### src/rtl/conv_bcd_signo.sv
// Sequential binary-to-BCD converter (double dabble, one bit per clock) with sign flag.
// Optional macro BCD_SIGNED_EN: treat Bin as two's complement and convert its magnitude.
module conv_bcd_signo #(
    parameter int tamanyo = 32,
    parameter int DIGITOS = 10
) (
    input  logic                   CLK,
    input  logic                   RSTa,
    input  logic                   Start,
    input  logic [tamanyo-1:0]     Bin,
    output logic [4*DIGITOS-1:0]   BCD,
    output logic                   Signo,
    output logic                   Done,
    output logic                   Busy
);

    localparam int AW = 4 * DIGITOS;
    localparam int CW = $clog2(tamanyo + 1);

    typedef enum logic [1:0] {IDLE, SHIFT, END} state_t;

    state_t             state_q, state_d;
    logic [AW-1:0]      acc_q, acc_d;
    logic [tamanyo-1:0] mag_q, mag_d;
    logic [CW-1:0]      cnt_q, cnt_d;
    logic               sign_q, sign_d;
    logic [AW-1:0]      bcd_q, bcd_d;
    logic               signo_q, signo_d;
    logic               done_q, done_d;
    logic               busy_q, busy_d;

    logic               negIn;
    logic [tamanyo-1:0] magIn;
    logic [AW-1:0]      accAdj;
    logic [AW-1:0]      accShift;
    logic [tamanyo-1:0] magShift;

`ifdef BCD_SIGNED_EN
    // Negating the most-negative value wraps to 2^(tamanyo-1), which is the correct unsigned magnitude.
    assign negIn = Bin[tamanyo-1];
    assign magIn = negIn ? (~Bin + tamanyo'(1)) : Bin;
`else
    assign negIn = 1'b0;
    assign magIn = Bin;
`endif

    always_comb begin
        accAdj = acc_q;
        for (int i = 0; i < DIGITOS; i++) begin
            if (acc_q[4*i +: 4] >= 4'd5) begin
                accAdj[4*i +: 4] = acc_q[4*i +: 4] + 4'd3;
            end
        end
    end

    assign accShift = {accAdj[AW-2:0], mag_q[tamanyo-1]};
    assign magShift = {mag_q[tamanyo-2:0], 1'b0};

    always_comb begin
        state_d = state_q;
        acc_d   = acc_q;
        mag_d   = mag_q;
        cnt_d   = cnt_q;
        sign_d  = sign_q;
        bcd_d   = bcd_q;
        signo_d = signo_q;
        done_d  = 1'b0;
        busy_d  = busy_q;
        case (state_q)
            IDLE: begin
                if (Start) begin
                    mag_d   = magIn;
                    sign_d  = negIn;
                    acc_d   = '0;
                    cnt_d   = '0;
                    busy_d  = 1'b1;
                    state_d = SHIFT;
                end
            end
            SHIFT: begin
                acc_d = accShift;
                mag_d = magShift;
                cnt_d = cnt_q + CW'(1);
                if (cnt_q == CW'(tamanyo - 1)) begin
                    state_d = END;
                end
            end
            END: begin
                bcd_d   = acc_q;
                signo_d = sign_q;
                done_d  = 1'b1;
                busy_d  = 1'b0;
                state_d = IDLE;
            end
            default: state_d = IDLE;
        endcase
    end

    always_ff @(posedge CLK or negedge RSTa) begin
        if (!RSTa) begin
            state_q <= IDLE;
            acc_q   <= '0;
            mag_q   <= '0;
            cnt_q   <= '0;
            sign_q  <= 1'b0;
            bcd_q   <= '0;
            signo_q <= 1'b0;
            done_q  <= 1'b0;
            busy_q  <= 1'b0;
        end else begin
            state_q <= state_d;
            acc_q   <= acc_d;
            mag_q   <= mag_d;
            cnt_q   <= cnt_d;
            sign_q  <= sign_d;
            bcd_q   <= bcd_d;
            signo_q <= signo_d;
            done_q  <= done_d;
            busy_q  <= busy_d;
        end
    end

    assign BCD   = bcd_q;
    assign Signo = signo_q;
    assign Done  = done_q;
    assign Busy  = busy_q;

endmodule

### config.mk
export PLATFORM = sky130hd
export DESIGN_NAME = conv_bcd_signo
export DESIGN_NICKNAME = d
export VERILOG_FILES = /design/src/rtl/conv_bcd_signo.sv
export SDC_FILE = /design/constraint.sdc
export NUM_CORES = 1
export LEC_CHECK = 0
export CAP_MARGIN = 0
export CORE_ASPECT_RATIO = 1.5
export CORE_MARGIN = 5
export CORE_UTILIZATION = 45
export CTS_CLUSTER_SIZE = 40
export DETAILED_ROUTE_END_ITERATION = 10
export GPL_TIMING_DRIVEN = 0
export PLACE_DENSITY = 0.67
export SKIP_LAST_GASP = 1
export SLEW_MARGIN = 30
export SYNTH_ARGS = -nofsm -noshare
export SYNTH_HDL_FRONTEND = slang
export SYNTH_SLANG_ARGS = --single-unit
### constraint.sdc
create_clock -name CLK -period 3.4 [get_ports CLK]
set_input_delay 0.68 -clock CLK [delete_from_list [all_inputs] [get_ports CLK]]
set_output_delay 0.68 -clock CLK [all_outputs]
set_load 0.005 [all_outputs]
**Word level (Yosys, flattened, before mapping)**

Cells that the tools add are included.

- ROM bits: 0
- Output and inout port bits: 43
- Memories: 0
- Bits of input ports: 35
- Logic and storage cells: 61
- Bits in latches: 0
- Flip-flop bits (word level): 122
- RAM bits: 0

- Reduce and logical (&&, ||, !) cells: 6
- $add $sub $neg: 11
- Bitwise logic cells: 0
- Order comparisons: 10
- Mux-type cells: 22
- Eq/ne operators: 5
- Div/mod/pow operators: 0
- Multiply operators: 0
- Shifts and indexed selects: 0

Operators with widths:

| operator | count |
|---|---|
| 40-bit one-hot mux with 2 select lines | 1 |
| 32-bit one-hot mux with 2 select lines | 1 |
| 4-bit by 3-bit greater-or-equal comparator with 1-bit output, second input constant | 10 |
| 40-bit two-way mux | 1 |
| 4-bit by 2-bit adder with 4-bit output, second input constant | 9 |
| 4-bit two-way mux | 9 |
| 32-bit two-way mux | 1 |
| 6-bit one-hot mux with 2 select lines | 1 |
| 6-bit by 1-bit adder with 6-bit output, second input constant | 1 |
| 6-bit by 5-bit == test with 1-bit output, second input constant | 1 |
| 6-bit two-way mux | 1 |
| 2-bit AND reduction | 3 |
| 2-bit two-way mux | 2 |
| 2-bit != test, second input constant | 2 |
| 2-bit one-hot mux with 2 select lines | 1 |
| 2-bit nonzero test | 2 |
| 3-bit by 2-bit adder with 3-bit output, second input constant | 1 |
| 3-bit two-way mux | 1 |
| 2-bit by 1-bit == test with 1-bit output, second input constant | 1 |
| 2-bit == test, second input constant | 1 |
| 2-bit zero test | 1 |
| 1-bit two-way mux | 2 |
| 1-bit one-hot mux with 2 select lines | 1 |

**Longest topological paths before layout**

Gate-level depths: netlist of the first run.

- Depth after elaboration: 3
- Mapped depth: 6
- Gate-level depth less buffers: 5

**Worst setup path after synthesis of the first run**

OpenSTA, ideal clock, no wires.

- Path kind: input -> register
- Start: input Start
- End: register mag_q[11]
- Path buffers: 2
- Arrival time: 1.280 ns
- Cell stages on the path: 5
- Library setup time: 0.132 ns
- Data required time: 3.268 ns
- Setup slack: 1.988 ns
- Cells stage by stage: nor2b_1 -> buf_4 -> buf_4 -> a21oi_1 -> o21ai_1

- Cells in the longest elaborated chain, start to end: 2

RTL lines:

| element | line | source |
|---|---|---|
| start: declaration | 9 | `input logic Start,` |
| 2-bit != test (no source line) | -- |  |
| 2-bit AND reduction (no source line) | -- |  |
| end signal: assignment | 113 | `mag_q <= mag_d;` |
| end: declaration | 24 | `logic [tamanyo-1:0] mag_q, mag_d;` |

Every way passes these cells.
A chain may end at the register's enable or synchronous reset.

**Final worst setup path of the first run**

- Start: input Start
- End: register acc_q[38]

- Cells in the longest elaborated chain, start to end: 2

RTL lines:

| element | line | source |
|---|---|---|
| 2-bit != test (no source line) | -- |  |
| 2-bit AND reduction (no source line) | -- |  |
| end signal: assignment | 102 | `acc_q <= '0;` |
| end signal: assignment | 112 | `acc_q <= acc_d;` |
| end: declaration | 23 | `logic [AW-1:0] acc_q, acc_d;` |

Every way passes these cells.

==> results of run 1 <==
## cell families (layout without fill, tap and decap cells)
logic type | after synthesis | after routing | synth area share
compound gates | 237 | 237 | 0.265
xor+xnor | 10 | 10 | 0.0147
fa+ha+maj | 21 | 21 | 0.0442
buf+inv | 83 | 186 | 0.0634
flops | 122 | 122 | 0.514
mux | 1 | 1 | 0.00168
other cells | 1 | 1 | 0.000631
simple gates | 119 | 119 | 0.0966
## stage by stage
step	setup WS [ns]	cell area [µm²]	utilization	hold slack [ns]
5_1_grt	1.31	7450	0.575	0.199
6_report	1.38	7450	0.575	0.170
4_1_cts	1.37	7450	0.575	0.185
3_3_place_gp	-3.09	6900	0.533	0.471
2_1_floorplan	1.99	5940	-	0.384
3_5_place_dp	0.967	6940	0.535	0.468
## flip-flops by register name, summed over array words and instances (netlist names)
signal   count
BCD         40
acc_q       40
mag_q       32
cnt_q        6
state_q      2
Busy         1
Done         1
## power by group
part / switching, µW / total [µW] / internal, µW
logic: 1300 / 2330 / 1030
registers: 350 / 2260 / 1910
clock network: 595 / 1600 / 1010
## routing by layer
layer  track usage  up-vias  wire [µm]
met5             0        -          0
met4        0.0758        0        317
met1         0.245     2457       6510
met2         0.370      140       8200
met3        0.0515       25        667
li1              -     2332          -
## synth_stat cells, types with 2 or more instances
cell type | number | area (µm²)
nand2_1 | 66 | 248
o221ai_1 | 10 | 87.6
nand2b_1 | 2 | 12.5
dfrtp_1 | 122 | 3050
inv_1 | 42 | 158
a32o_1 | 10 | 100
clkbuf_1 | 15 | 56.3
buf_6 | 2 | 22.5
o311ai_1 | 10 | 87.6
a22o_1 | 2 | 17.5
buf_4 | 8 | 60.1
buf_2 | 16 | 80.1
o32ai_1 | 9 | 78.8
nand3_1 | 2 | 10.0
nor2b_1 | 44 | 275
xnor2_1 | 9 | 78.8
ha_1 | 21 | 263
o2111ai_1 | 20 | 175
a22oi_1 | 31 | 233
o21ai_0 | 52 | 260
o21ai_1 | 33 | 165
nor3_1 | 2 | 10.0
a21oi_1 | 36 | 180
o31ai_1 | 10 | 75.1
o21a_1 | 10 | 75.1
## worst max path at each step
stage          startpoint        end  slack [ns]  depth (start not counted)
6_report            Start  acc_q[38]        1.38                          5
4_1_cts             Start  acc_q[10]        1.37                          5
2_1_floorplan       Start  mag_q[11]        1.99                          5
5_1_grt             Start  acc_q[18]        1.31                          5
3_3_place_gp         RSTa    BCD[25]       -3.09                          1
3_5_place_dp        Start  acc_q[38]        0.97                          5
## final cells by class
cell class	instances	area [µm²]
Timing Repair Buffer	77	793
Sequential cell	122	3050
Clock buffer	21	460
Fill cell	1131	5510
Clock inverter	5	50.0
Tap cell	159	199
Inverter	42	158
Multi-Input combinational cell	389	2510
Buffer	41	219
## worst max-delay path, stage by stage
cell,delay [ns]
clkdlybuf4s50_1,0.61
o21bai_2,0.50
buf_2,0.35
nand2_1,0.08
o311ai_1,0.08
==> results.toml, run 1 <==
[die]
die-area_um2 = 15700
start_util = 0.459
core_area_um2 = 13000
die_h_um = 151
die_w_um = 104
num_io_pins = 78
rows = 51

[yosys]
synth_cell_types = 35
yosys_most_used_dff = "dfrtp_1"
yosys_warnings = 0
seq_area_frac_synth = 0.514
syn-mean-instance-area_um2 = 10.0
netlist_instances = 594
syn-num-nets = 650
synthArstFlopShare = 1.00
synth_edf_count = 0
syn_area_um2 = 5940
ys_ff_latch = 122

[clock_network]
numCtsBuffers = 17
cts_hold_buffers = 0
clk_path_buf_depth = 2
cts_tree = "built"
cts_sinks = 122
postCtsSetupRepairBufs = 0
cts_root_buf = "clkbuf_16"
htreeDepth = 4
insertion_delay_ns = 0.41
path_clk_slew_ns = 0.05
cts_resized = 0

[detailed_routing]
ant_nets = 0
totalWireLength_mm = 15.7
drt_iter0_markers = 344
drtPass1Iterations = 7
vias_per_cell = 5.79
routedWlPerCell_um = 18.3
drcViolationCount = 0
vias = 4954

[place]
dpl.cell_count = 830
gp_congestion = 0.839
dp_hpwl_mm = 10.9
portBuffers = 76

[setup_path]
r2r_end = "acc_q[4]"
setup.worst_path.end_class = "flop"
reg2reg_from = "state_q[0]"
start_kind = "input pin"
critPathKind = "in2reg"
cp.arrival_ns = 2.32
reg2reg_depth = 4
cp_max_fo = 10
crit_required_ns = 3.70
r2r_slack_ns = 1.63

[finish]
num-nets-final = 746
final_cell_mix = "dfrtp_1 (122), clkdlybuf4s50_1 (75), nand2_1 (66)"
area_growth_pct = 25.3
diodes = 0
layout_commonest_cell = "dfrtp_1"
instances_no_fill = 856
drive_above_1_share = 0.0803

[grt]
grt_pass1_wl_mm = 26.4
grt_overflow = 0
grt_max_degree = 69
grt_usage = 0.209
grt_pass1_vias = 5201
antenna_found_initial = 0

[timing]
worst_slew_pin_slew_ns = 0.719
tns_ns = 0
hold_violations = 0
post-route-min-period_ns = 2.02
skew_ns = 0.00441
relSlewSlack = 0.521
setup_viol = 0
rsz0062_at_grt = "false"
slew_viol_final = 0
period_share = 0.595
fmax_mhz = 494

[run_status]
status = "finished, final reports clean"

[power_and_ir_drop]
finalPower_uw = 6200
p_leak_uw = 0.00319
powerDensity_nw_per_um2 = 832
irDropWorstVdd_mv = 0.408

[job]
maxCapViolCount = 0

[min_path]
hold_class = "in2async"
(Power assumes the default switching activity.)
==> inputs of run 2 (changes only) <==
PLACE_DENSITY = 0.7   (was 0.67)
clock period = 1.7 ns   (was 3.4 ns; I/O delays follow)
==> results.toml, run 2 (synthesized netlist as in run 1, its figures left out) <==
[job]
maxCapViolCount = 0

[timing]
hold_violations = 0
slew_viol_final = 0
skew_ns = 0.00636
fmax_mhz = 604
rsz0062_at_grt = "true"
tns_ns = 0
period_share = 0.974
post-route-min-period_ns = 1.66
setup_viol = 0

[finish]
final.fill_count = 1080
diodes = 0
layout_commonest_cell = "dfrtp_1"
area_growth_pct = 27.9
final_cell_mix = "dfrtp_1 (122), clkdlybuf4s50_1 (74), nand2_1 (66)"
drive_above_1_share = 0.0909
num-nets-final = 747

[setup_path]
cp.buffers_inverters = 1
path_delay_family = "buffers and inverters"
slowest_delay_ns = 0.52
worst_path_max_delay_cell = "clkdlybuf4s50_1"
setup.worst_path.end_class = "output port"
cp_max_fo = 2
crit_required_ns = 1.36
crit_chain = "clkdlybuf4s50_1"
start_kind = "flop"
critPathKind = "reg2out"
cp.arrival_ns = 1.32
startpoint = "BCD[18]"
reg2reg_from = "state_q[1]"

[die]
die_w_um = 104
start_util = 0.459
rows = 51
die-area_um2 = 15700
num_io_pins = 78
core_area_um2 = 13000
die_h_um = 151

[detailed_routing]
ant_nets = 0
totalWireLength_mm = 15.9
vias_per_cell = 5.81
drtPass1Iterations = 6
drcViolationCount = 0
routedWlPerCell_um = 18.5
vias = 5013
drt_iter0_markers = 288

[grt]
antenna_found_initial = 0
grt_usage = 0.208
grt_pass1_vias = 5300
grt_overflow = 0
grt_max_degree = 71
grt_pass1_wl_mm = 26.3

[power_and_ir_drop]
power_frac_seq = 0.346
irDropWorstVdd_mv = 0.814
p_comb_frac = 0.356
pwr-share-clk = 0.298
swShare = 0.351
p_leak_uw = 0.00328
p_int_uw = 8520
finalPower_uw = 13100
powerDensity_nw_per_um2 = 1730
power.switching_uw = 4610

[place]
gp_congestion = 0.829
dp_hpwl_mm = 10.9
portBuffers = 76

[clock_network]
path_clk_slew_ns = 0.05
postCtsSetupRepairBufs = 0
cts_sinks = 122
numCtsBuffers = 17
htreeDepth = 4
insertion_delay_ns = 0.42
cts_root_buf = "clkbuf_16"
clk_path_buf_depth = 2
cts_tree = "built"

[min_path]
hold_class = "in2async"

[run_status]
status = "finished, final reports clean"
run 2: worst paths after layout:
kind / to / slack [ns] / cells after the start
worst min-delay path: mag_q[12] / 0.43 / 2
max in group asynchronous: acc_q[23] / 0.58 / 3
min in group CLK: BCD[13] / 0.48 / 2
worst max register to register: acc_q[1] / 0.14 / 6
worst max-delay path: BCD[18] / 0.04 / 1
worst min register to register: BCD[13] / 0.48 / 2
run 2: area by class of cell:
type / count / area, µm² / share of cell area
Buffer: 41 / 223 / 0.0293
Clock buffer: 25 / 505 / 0.0665
Clock inverter: 7 / 135 / 0.0178
Inverter: 42 / 158 / 0.0207
Multi-Input combinational cell: 389 / 2520 / 0.332
Sequential cell: 122 / 3050 / 0.402
Tap cell: 159 / 199 / 0.0262
Timing Repair Buffer: 78 / 806 / 0.106
run 2: what timing repair did:
item                                    CTS  global route
endpoints found under the setup margin    1            12
hold buffers                              1             0
resized for setup                         1             6
endpoints found under the hold margin    52             0
run 2: power by group through the flow:
stage | Clock [µW] | Combinational [µW] | Sequential, µW
after floorplan | 0 | 3290 | 4370
final | 3910 | 4680 | 4540
after detailed placement | 0 | 4640 | 4550
after CTS | 3970 | 4680 | 4510
after global routing | 4070 | 5190 | 4640
after global placement | 0 | 4430 | 4500
run 2: layer usage:
layer | track usage | routed length, µm | vias up | part of all wire
met1 | 0.246 | 6470 | 2475 | 0.41
met4 | 0.0907 | 470 | 0 | 0.029
li1 | - | - | 2344 | -
met5 | 0 | 0 | - | 0
met2 | 0.356 | 8130 | 159 | 0.51
met3 | 0.0558 | 871 | 35 | 0.055
run 2: stage by stage:
stage	hold WS (ns)	utilization	cells	setup slack, ns	instance area (µm²)
after floorplan	0.0444	-	594	0.423	5940
after global placement	0.472	0.533	829	-4.43	6900
after detailed placement	0.287	0.535	830	-0.365	6940
after CTS	0.434	0.586	863	0.00351	7590
after global routing	0.474	0.587	863	-0.0138	7600
final	0.431	0.587	863	0.0434	7600
